<file path="src/rtl/seg7_scan_driver.sv">
// Time-multiplexed driver for an 8-digit common-anode hex display.
// Inputs are snapshotted once per frame; each digit slot starts with an all-dark gap.
module seg7_scan_driver #(
  parameter int unsigned DIGIT_PERIOD = 100000,
  parameter int unsigned BLANK_CYCLES = 1000
) (
  input  logic        clk_i,
  input  logic        rst_n_i,
  input  logic [31:0] data_i,
  input  logic [7:0]  blank_i,
  input  logic [7:0]  dp_i,
  output logic [7:0]  an_o,
  output logic [6:0]  seg_o,
  output logic        dp_o,
  output logic        frame_o
);

  localparam int unsigned CntW = $clog2(DIGIT_PERIOD);
  localparam logic [CntW-1:0] CntMax   = CntW'(DIGIT_PERIOD - 1);
  localparam logic [CntW-1:0] BlankEnd = CntW'(BLANK_CYCLES);

  logic [CntW-1:0] cnt_q, cnt_d;
  logic [2:0]      idx_q, idx_d;
  logic [31:0]     data_q, data_d;
  logic [7:0]      blank_q, blank_d;
  logic [7:0]      dp_q, dp_d;
  logic [7:0]      an_q, an_d;
  logic [6:0]      seg_q, seg_d;
  logic            dp_out_q, dp_out_d;
  logic            frame_q, frame_d;

  logic            frame_start;
  logic            slot_dark;
  logic [3:0]      nibble;

  function automatic logic [6:0] hex_font(input logic [3:0] v);
    logic [6:0] s;
    case (v)
      4'h0:    s = 7'h40;
      4'h1:    s = 7'h79;
      4'h2:    s = 7'h24;
      4'h3:    s = 7'h30;
      4'h4:    s = 7'h19;
      4'h5:    s = 7'h12;
      4'h6:    s = 7'h02;
      4'h7:    s = 7'h78;
      4'h8:    s = 7'h00;
      4'h9:    s = 7'h10;
      4'hA:    s = 7'h08;
      4'hB:    s = 7'h03;
      4'hC:    s = 7'h46;
      4'hD:    s = 7'h21;
      4'hE:    s = 7'h06;
      default: s = 7'h0E;
    endcase
    return s;
  endfunction

  always_comb begin
    cnt_d       = cnt_q;
    idx_d       = idx_q;
    data_d      = data_q;
    blank_d     = blank_q;
    dp_d        = dp_q;
    an_d        = 8'hFF;
    seg_d       = 7'h7F;
    dp_out_d    = 1'b1;
    frame_d     = 1'b0;
    frame_start = (cnt_q == '0) && (idx_q == 3'd0);
    nibble      = data_q[{idx_q, 2'b00} +: 4];
    slot_dark   = (cnt_q < BlankEnd) || blank_q[idx_q];

    if (cnt_q == CntMax) begin
      cnt_d = '0;
      idx_d = idx_q + 3'd1;
    end else begin
      cnt_d = cnt_q + CntW'(1);
    end

    if (frame_start) begin
      data_d  = data_i;
      blank_d = blank_i;
      dp_d    = dp_i;
      frame_d = 1'b1;
    end

    // Outputs follow the pre-edge slot and snapshot, giving one cycle of latency.
    if (!slot_dark) begin
      an_d     = ~(8'b1 << idx_q);
      seg_d    = hex_font(nibble);
      dp_out_d = ~dp_q[idx_q];
    end
  end

  always_ff @(posedge clk_i or negedge rst_n_i) begin
    if (!rst_n_i) begin
      cnt_q    <= '0;
      idx_q    <= 3'd0;
      data_q   <= 32'h0;
      blank_q  <= 8'h0;
      dp_q     <= 8'h0;
      an_q     <= 8'hFF;
      seg_q    <= 7'h7F;
      dp_out_q <= 1'b1;
      frame_q  <= 1'b0;
    end else begin
      cnt_q    <= cnt_d;
      idx_q    <= idx_d;
      data_q   <= data_d;
      blank_q  <= blank_d;
      dp_q     <= dp_d;
      an_q     <= an_d;
      seg_q    <= seg_d;
      dp_out_q <= dp_out_d;
      frame_q  <= frame_d;
    end
  end

  assign an_o    = an_q;
  assign seg_o   = seg_q;
  assign dp_o    = dp_out_q;
  assign frame_o = frame_q;

endmodule

</file>
<file path="config.mk">
export PLATFORM = sky130hd
export DESIGN_NAME = seg7_scan_driver
export DESIGN_NICKNAME = d
export VERILOG_FILES = /design/src/rtl/seg7_scan_driver.sv
export SDC_FILE = /design/constraint.sdc
export NUM_CORES = 1
export LEC_CHECK = 0
export BUFFER_PORTS_ARGS = -buffer_cell sky130_fd_sc_hd__buf_2
export CORE_UTILIZATION = 50
export DETAILED_ROUTE_END_ITERATION = 8
export PLACE_DENSITY = 0.82
export REMOVE_ABC_BUFFERS = 1
export SLEW_MARGIN = 10
export SYNTH_ARGS = -nofsm -noshare
export SYNTH_HDL_FRONTEND = slang
export SYNTH_SLANG_ARGS = --single-unit
</file>
<file path="constraint.sdc">
create_clock -name clk_i -period 4.56 [get_ports clk_i]
set_clock_uncertainty 0.15 [all_clocks]
set_input_delay 0.228 -clock clk_i [delete_from_list [all_inputs] [get_ports clk_i]]
set_output_delay 0.228 -clock clk_i [all_outputs]
set_load 0.01 [all_outputs]
</file>
======== Yosys cells after proc, flatten, opt, wreduce, memory -nomap -nowiden ========
Memory sizes are Yosys's and may differ from the RTL's.
Cells that the tools add are included.
word-level totals
  word-level logic and storage cells ...... 32
  bits of input ports ..................... 50
  memories kept ........................... 1
  output and inout port bits .............. 17
  bits in read-only memories .............. 112
  register bits after elaboration ......... 85
memories
  name             words  bits a word  read ports  clocked after Yosys merged registers in  write ports  RTL line  source
  (no name shown)  16     7            1           0                                        0            38        case (v)
cells by class
  order comparisons ....................... 2
  bitwise operators ....................... 2
  add/sub/neg operators ................... 2
  shift-type cells ........................ 2
  multiplexer cells ....................... 9
  reductions and logical operators ........ 4
  eq/ne operators ......................... 1
operator list
  kind                   count
  $shiftx 32x6->4        1
  $add 17x1->17 const B  1
  $eq 17x17->1 const B   1
  $logic_not 17->1       1
  $lt 17x10->1 const B   1
  $mux 17                1
  $mux 8                 1
  $not 8->8              1
  $shl 1x3->8 const A    1
  $mux 7                 1
  $bmux 1 s3             2
  $lt 3x4->1 const B     1
  $mux 1                 4
  $add 3x1->3 const B    1
  $logic_not 3->1        1
  $logic_and 1x1->1      1
  $logic_or 1x1->1       1
  $not 1->1              1

======== Depth between registers and ports, before layout ========
Gate-level depths: netlist (run 1).
  depth after elaboration ................. 4
  mapped depth ............................ 10
  depth with buffers taken out ............ 8

======== Worst setup path before layout (run 1) ========
No wires, ideal clock.
  path type ............................... register -> register
  from .................................... register idx_q[0]
  to ...................................... register seg_q[4], in the netlist seg_o[4]
  stages on the path, launching flop included .. 8
  data arrival time ....................... 2.219 ns
  path slack .............................. 2.091 ns
  period minus slack after synthesis ...... 2.469 ns
  buffers on the path ..................... 1
  required time ........................... 4.310 ns
  cell sequence ........................... dfrtp_1 > buf_2 > mux4_2 > mux2_2 > ha_1 > mux2_2 > nand2_1 > o211ai_1
between the ends
  cells in the longest elaborated chain, start to end .. 4
  elaborated cells on any way between the ends .. 6
ends and longest elaborated chain
  element                                               RTL line  source
  start, declared                                       23        logic [2:0] idx_q, idx_d;
  start signal, assigned                                108       idx_q <= idx_d;
  branches (longest 3 deep; another with $mem_v2 16x7)  --
  $mux 7 (*)                                            88        if (!slot_dark) begin
  named net seg_d[4]                                    28        logic [6:0] seg_q, seg_d;
  end signal, assigned                                  113       seg_q <= seg_d;
  end, declared                                         28
Mark *: on every way through the listed nets, which the timed path passes. The select of a mux whose other input is x is not followed.
A chain may end at the register's enable or synchronous reset.

======== Final worst setup path (run 1) ========
  from .................................... register idx_q[0]
  to ...................................... register seg_q[1], in the netlist seg_o[1]
The elaborated chain is that of the path after synthesis.

==> flow_metrics.tcl, run 1 <==
set metrics [dict create \
    status "completed" \
    crit_required_ns 4.61 \
    die_x_um 90.7 \
    rsz0062_at_grt "no" \
    num_rows 31 \
    syn_to_final_growth_pct 26.8 \
    cts_resized 0 \
    synth_simple_gate_area_share_pct 9.38 \
    viasPerCell 5.21 \
    tightest_slew_ns 1.06 \
    maxSlewViolCount 0 \
    fin_crit_sh_pct 71.5 \
    hold_viol 0 \
    crit_arrival_ns 3.31 \
    htree_levels 3 \
    ys_warn_count 0 \
    grt_pass1_vias 2865 \
    dieArea_sq_um 8230 \
    use_met3_pct 4.63 \
    final_common_cell "dfrtp_1" \
    worstSkewPairLatency_ns 0.34 \
    core-area_sq_um 7450 \
    clk_pin_slew_ns 0.08 \
    grt_max_degree 86 \
    antenna_found_initial 0 \
    ys_seq_area_share_pct 54.6 \
    leakage_nw 2.16 \
    ys_types 38 \
    ir_worst_vdd_mv 0.183 \
    worst-path-max-fanout 15 \
    p_per_area_nw_per_um2 278 \
    path_class "flip-flop to flip-flop" \
    start_util_pct 52.8 \
    synth-async-reset-ratio_pct 100 \
    drtIter0Drc 100 \
    fin_nets 465 \
    cts_inserted_buffers 9 \
    syn_avg_cell_area_sq_um 13.7 \
    holdWs_ns 0.340 \
    cts_tree "yes" \
    setup-tns-final_ns 0 \
    clkSinkCount 85 \
    layout_common_cells "69 x dfrtp_1, 65 x buf_2, 49 x dlygate4sd3_1, 31 x mux2_2, 22 x nand2_1" \
    synth_compound_area_share_pct 1.91 \
    grt_pass1_wl_um 13700 \
    cts.path.max_buffers 2 \
    synth_flop_cell "dfrtp_1" \
    cp-end-kind "flip-flop" \
    use_met1_pct 26.8 \
    globalplace.congestion 0.804 \
    die_h_um 90.7 \
    grt_use_total_pct 21.5 \
    wire_per_inst_um 15.7 \
    n_antenna_cell 0 \
    grt-busiest-layer "met2" \
    ys_seq_elements 85 \
    synthMuxAreaShare_pct 23.6 \
    final_util_pct 67.0 \
    drc 0 \
    grt_use_met2_pct 36.3 \
    hpwl_um 4980 \
    ant_nets 0 \
    synth_edf_count 0 \
    hold_path_class "flip-flop to flip-flop" \
    setup_viol 0 \
    fmax_mhz 307 \
    portBuffers 66 \
    synth_fa_ha_area_share_pct 4.13 \
    slew-limit-headroom_pct 29.3 \
    firstDrtPassIters 4 \
    clockRootBuffer "clkbuf_8" \
    synth_top_family_by_area "multiplexers" \
    synth_xor_area_share_pct 3.56 \
    start_kind "flip-flop" \
    syn_area_sq_um 3940 \
    maxCapViolations 0 \
    grt.overflow.total 0 \
    fin_crit_ns 3.26 \
    drt-total-wl_um 7970 \
    vias 2634 \
    drive_above_1_share_pct 35.6 \
    synth_cells 287 \
    num_io_pins 67 \
]
-- metal layers --
metal,routed length (um),up-vias
met2,4120,83
li1,-,1248
met5,0,-
met1,3280,1286
met4,213,0
met3,353,17
-- power breakdown --
group,internal [mW],switching (mW)
registers,0.775,0.0110
logic,0.0708,0.0456
clock network,0.228,0.255
total,1.07,0.312
-- layout make-up --
type,instances,area [sq um]
Sequential cell,85,2150
Tap cell,99,124
Inverter,9,33.8
Multi-Input combinational cell,181,1680
Clock buffer,13,159
Timing Repair Buffer,116,831
Fill cell,538,2460
Clock inverter,3,21.3
-- synthesized netlist by cell type (all sizes together) (2+ instances only) --
| cell type | number | share of area (%) |
|---|---|---|
| a21oi | 2 | 0.25 |
| and3 | 3 | 0.48 |
| buf | 8 | 1.6 |
| clkbuf | 4 | 0.38 |
| dfrtp | 69 | 44 |
| dfstp | 16 | 11 |
| ha | 13 | 4.1 |
| inv | 9 | 0.86 |
| mux2 | 51 | 15 |
| mux2i | 8 | 2.1 |
| mux4 | 12 | 6.9 |
| nand2 | 22 | 2.1 |
| nand2b | 3 | 0.48 |
| nand3 | 12 | 1.5 |
| nor2 | 14 | 1.3 |
| nor3 | 3 | 0.38 |
| nor4 | 4 | 1.4 |
| o211ai | 2 | 0.38 |
| o21ai | 2 | 0.25 |
| o221ai | 3 | 0.67 |
| or4 | 2 | 0.48 |
| xnor2 | 10 | 2.2 |
| xor2 | 6 | 1.3 |
-- worst max-delay path, stage by stage, from the launching register on --
cell      delay (ns)
dfrtp_1         0.93
mux4_2          0.60
nand2_1         0.11
o31ai_1         0.14
a21oi_1         0.84
o221ai_1        0.34
-- timing repair --
| action | CTS | global route |
|---|---|---|
| hold endpoints to repair | 117 | 0 |
| hold buffers | 49 | 0 |
| buffers inserted | 0 | 0 |
-- registers in the layout, indices dropped and copies added (netlist names) --
| signal | flops |
|---|---|
| seg_o | 7 |
| blank_q | 8 |
| data_q | 32 |
| frame_o | 1 |
| cnt_q | 17 |
| idx_q | 3 |
| an_o | 8 |
| dp_o | 1 |
| dp_q | 8 |
-- path summary, 6_finish.rpt --
path	start	endpoint	slack (ns)	cells after the start
max in group asynchronous	rst_n_i	cnt_q[11]	3.12	2
min in group asynchronous	rst_n_i	data_q[5]	0.44	2
min reg2reg	blank_q[6]	blank_q[6]	0.34	1
min	blank_q[6]	blank_q[6]	0.34	1
max	idx_q[0]	seg_o[1]	1.30	5
max reg2reg	idx_q[0]	seg_o[1]	1.30	5
-- per-stage QoR --
stage | instances | total power, mW | cell area (sq um) | setup slack [ns]
3_3_place_gp | 441 | 0.879 | 4320 | 1.34
6_report | 506 | 1.39 | 4990 | 1.30
4_1_cts | 506 | 1.40 | 4990 | 1.28
2_1_floorplan | 275 | 0.837 | 3860 | 0.939
3_5_place_dp | 441 | 0.883 | 4320 | 1.31
5_1_grt | 506 | 1.44 | 4990 | 1.03
-- cells by family (layout without fill, tap and decap cells) --
logic type / Yosys count / after routing
flops: 85 / 85
mux: 71 / 71
simple gates: 70 / 70
buf+inv: 21 / 141
xor+xnor: 16 / 16
fa+ha+maj: 13 / 13
compound gates: 11 / 11
Note: power is estimated with default switching activity, not from simulation.
==> inputs of run 2 (changes only) <==
clock period = 3.1 ns   (was 4.56 ns; I/O delays follow)
==> flow_metrics.tcl, run 2 (synthesis gave the netlist of run 1 again) <==
set metrics [dict create \
    syn_to_final_growth_pct 28.9 \
    start_util_pct 52.8 \
    switching_share_pct 22.9 \
    power_mw 2.10 \
    n_antenna_cell 0 \
    num_rows 31 \
    reg_top3 "data_q (32), cnt_q (17)" \
    cts_inserted_buffers 9 \
    maxSlewViolCount 0 \
    fin_cells 514 \
    max_stage_delay_ns 0.47 \
    final_area_sq_um 5070 \
    setup_viol 0 \
    register_area_sq_um 2150 \
    grt_pass1_vias 2868 \
    hold_viol 0 \
    dp_cells 449 \
    ant_nets 0 \
    crit_required_ns 3.19 \
    grt_pass1_wl_um 13900 \
    cts_tree "yes" \
    ir_worst_vdd_mv 0.301 \
    clkSinkCount 85 \
    largest_register_ffs 32 \
    viasPerCell 5.33 \
    tightest_slew_ns 1.01 \
    multiInputGateArea_sq_um 1680 \
    drtIter0Drc 97 \
    rsz0062_at_grt "no" \
    grt_max_degree 86 \
    htree_levels 3 \
    p_switching_uw 481 \
    finalWorstSetupSlack_ns 0.421 \
    num_io_pins 67 \
    power_frac_seq_pct 55.1 \
    grt_use_total_pct 22.5 \
    hpwl_um 5160 \
    internal_power_mw 1.62 \
    die_h_um 90.7 \
    fmax_mhz 373 \
    hp-start "data_q[12]" \
    vias 2738 \
    maxCapViolations 0 \
    r2r-end "data_q[16]" \
    cp_slowest_cell "or4_4" \
    leakage_nw 2.20 \
    p_per_area_nw_per_um2 414 \
    final_common_cell "dfrtp_1" \
    drive_above_1_share_pct 37.3 \
    antenna_found_initial 0 \
    fin_crit_ns 2.68 \
    hold_path_class "flip-flop to flip-flop" \
    drt-total-wl_um 8360 \
    pwr-share-clk_pct 36.6 \
    cts_setup_buffers 0 \
    core-area_sq_um 7450 \
    r2r_start "cnt_q[13]" \
    fill_cells 529 \
    worstSkewPairLatency_ns 0.36 \
    min_path_cells 1 \
    crit_arrival_ns 2.77 \
    regMostFlops "data_q" \
    fin_crit_sh_pct 86.4 \
    portBuffers 66 \
    setup-tns-final_ns 0 \
    drc 0 \
    status "completed" \
    cp-end-kind "flip-flop" \
    p_comb_share_pct 8.3 \
    firstDrtPassIters 4 \
    clockRootBuffer "clkbuf_8" \
    layout_common_cells "69 x dfrtp_1, 65 x buf_2, 49 x dlygate4sd3_1, 31 x mux2_2, 22 x nand2_1" \
    worst-path-max-fanout 27 \
    grt.overflow.total 0 \
    wire_per_inst_um 16.3 \
    path_cells "or3_1 > or4_4 > nor4_4 > buf_4 > mux2_2" \
    fin_nets 473 \
    slew-limit-headroom_pct 32.5 \
    die_x_um 90.7 \
    globalplace.congestion 0.826 \
    whs_endpoint "data_q[12]" \
    holdWs_ns 0.337 \
    dieArea_sq_um 8230 \
    worstRegToRegCells 5 \
    start_kind "flip-flop" \
    clk_pin_slew_ns 0.09 \
    place_area_sq_um 4380 \
    path_class "flip-flop to flip-flop" \
    cts.path.max_buffers 2 \
    post-place-ws_ns 0.485 \
    reg2reg_slack_ns 0.42 \
    final_util_pct 68.1 \
]
## run 2: cell types whose count changed in the layout (fill, tap and decap cells not counted), sizes merged
cell / change
buf: +8
bufinv: +1
clkbuf: -4
clkinv: -1
clkinvlp: +4
## run 2: power groups by stage
stage,sequential [mW],combinational [mW],clock [mW]
5_1_grt,1.16,0.190,0.836
3_3_place_gp,1.17,0.118,0
6_report,1.16,0.173,0.769
4_1_cts,1.16,0.171,0.789
3_5_place_dp,1.18,0.124,0
2_1_floorplan,1.17,0.0596,0
## run 2: area by class of cell
class | count | area share [%]
Sequential cell | 85 | 42.3
Multi-Input combinational cell | 181 | 33.0
Timing Repair Buffer | 124 | 17.6
Clock buffer | 9 | 2.44
Tap cell | 99 | 2.44
Clock inverter | 7 | 1.51
Inverter | 9 | 0.666
## run 2: worst max path at each step
stage,start,to,slack [ns],cells after the start
2_1_floorplan,cnt_q[13],blank_q[0],-0.52,4
3_3_place_gp,cnt_q[13],data_q[21],0.55,5
3_5_place_dp,cnt_q[13],data_q[23],0.48,5
4_1_cts,cnt_q[13],data_q[23],0.47,5
5_1_grt,idx_q[0],seg_o[0],0.35,7
6_report,cnt_q[13],data_q[16],0.42,5
## run 2: repair_timing
item / in CTS / in global routing
hold endpoints to repair: 117 / 0
hold buffers: 49 / 0
resized for setup: 0 / 0
## run 2: critical path, delay by kind of cell (launching register included)
kind                   cells  cell delay [ns]
AND/OR/NAND/NOR            3             1.18
flip-flops                 1             0.42
multiplexers               1             0.42
buffers and inverters      1             0.38
## run 2: per-layer routing
layer / up-vias / GRT usage [%] / part of all wire, %
li1: 1256 / - / -
met1: 1375 / 26.5 / 41
met2: 92 / 38.3 / 51
met3: 15 / 5.72 / 4.8
met4: 0 / 10.9 / 3.0
met5: - / 0 / 0
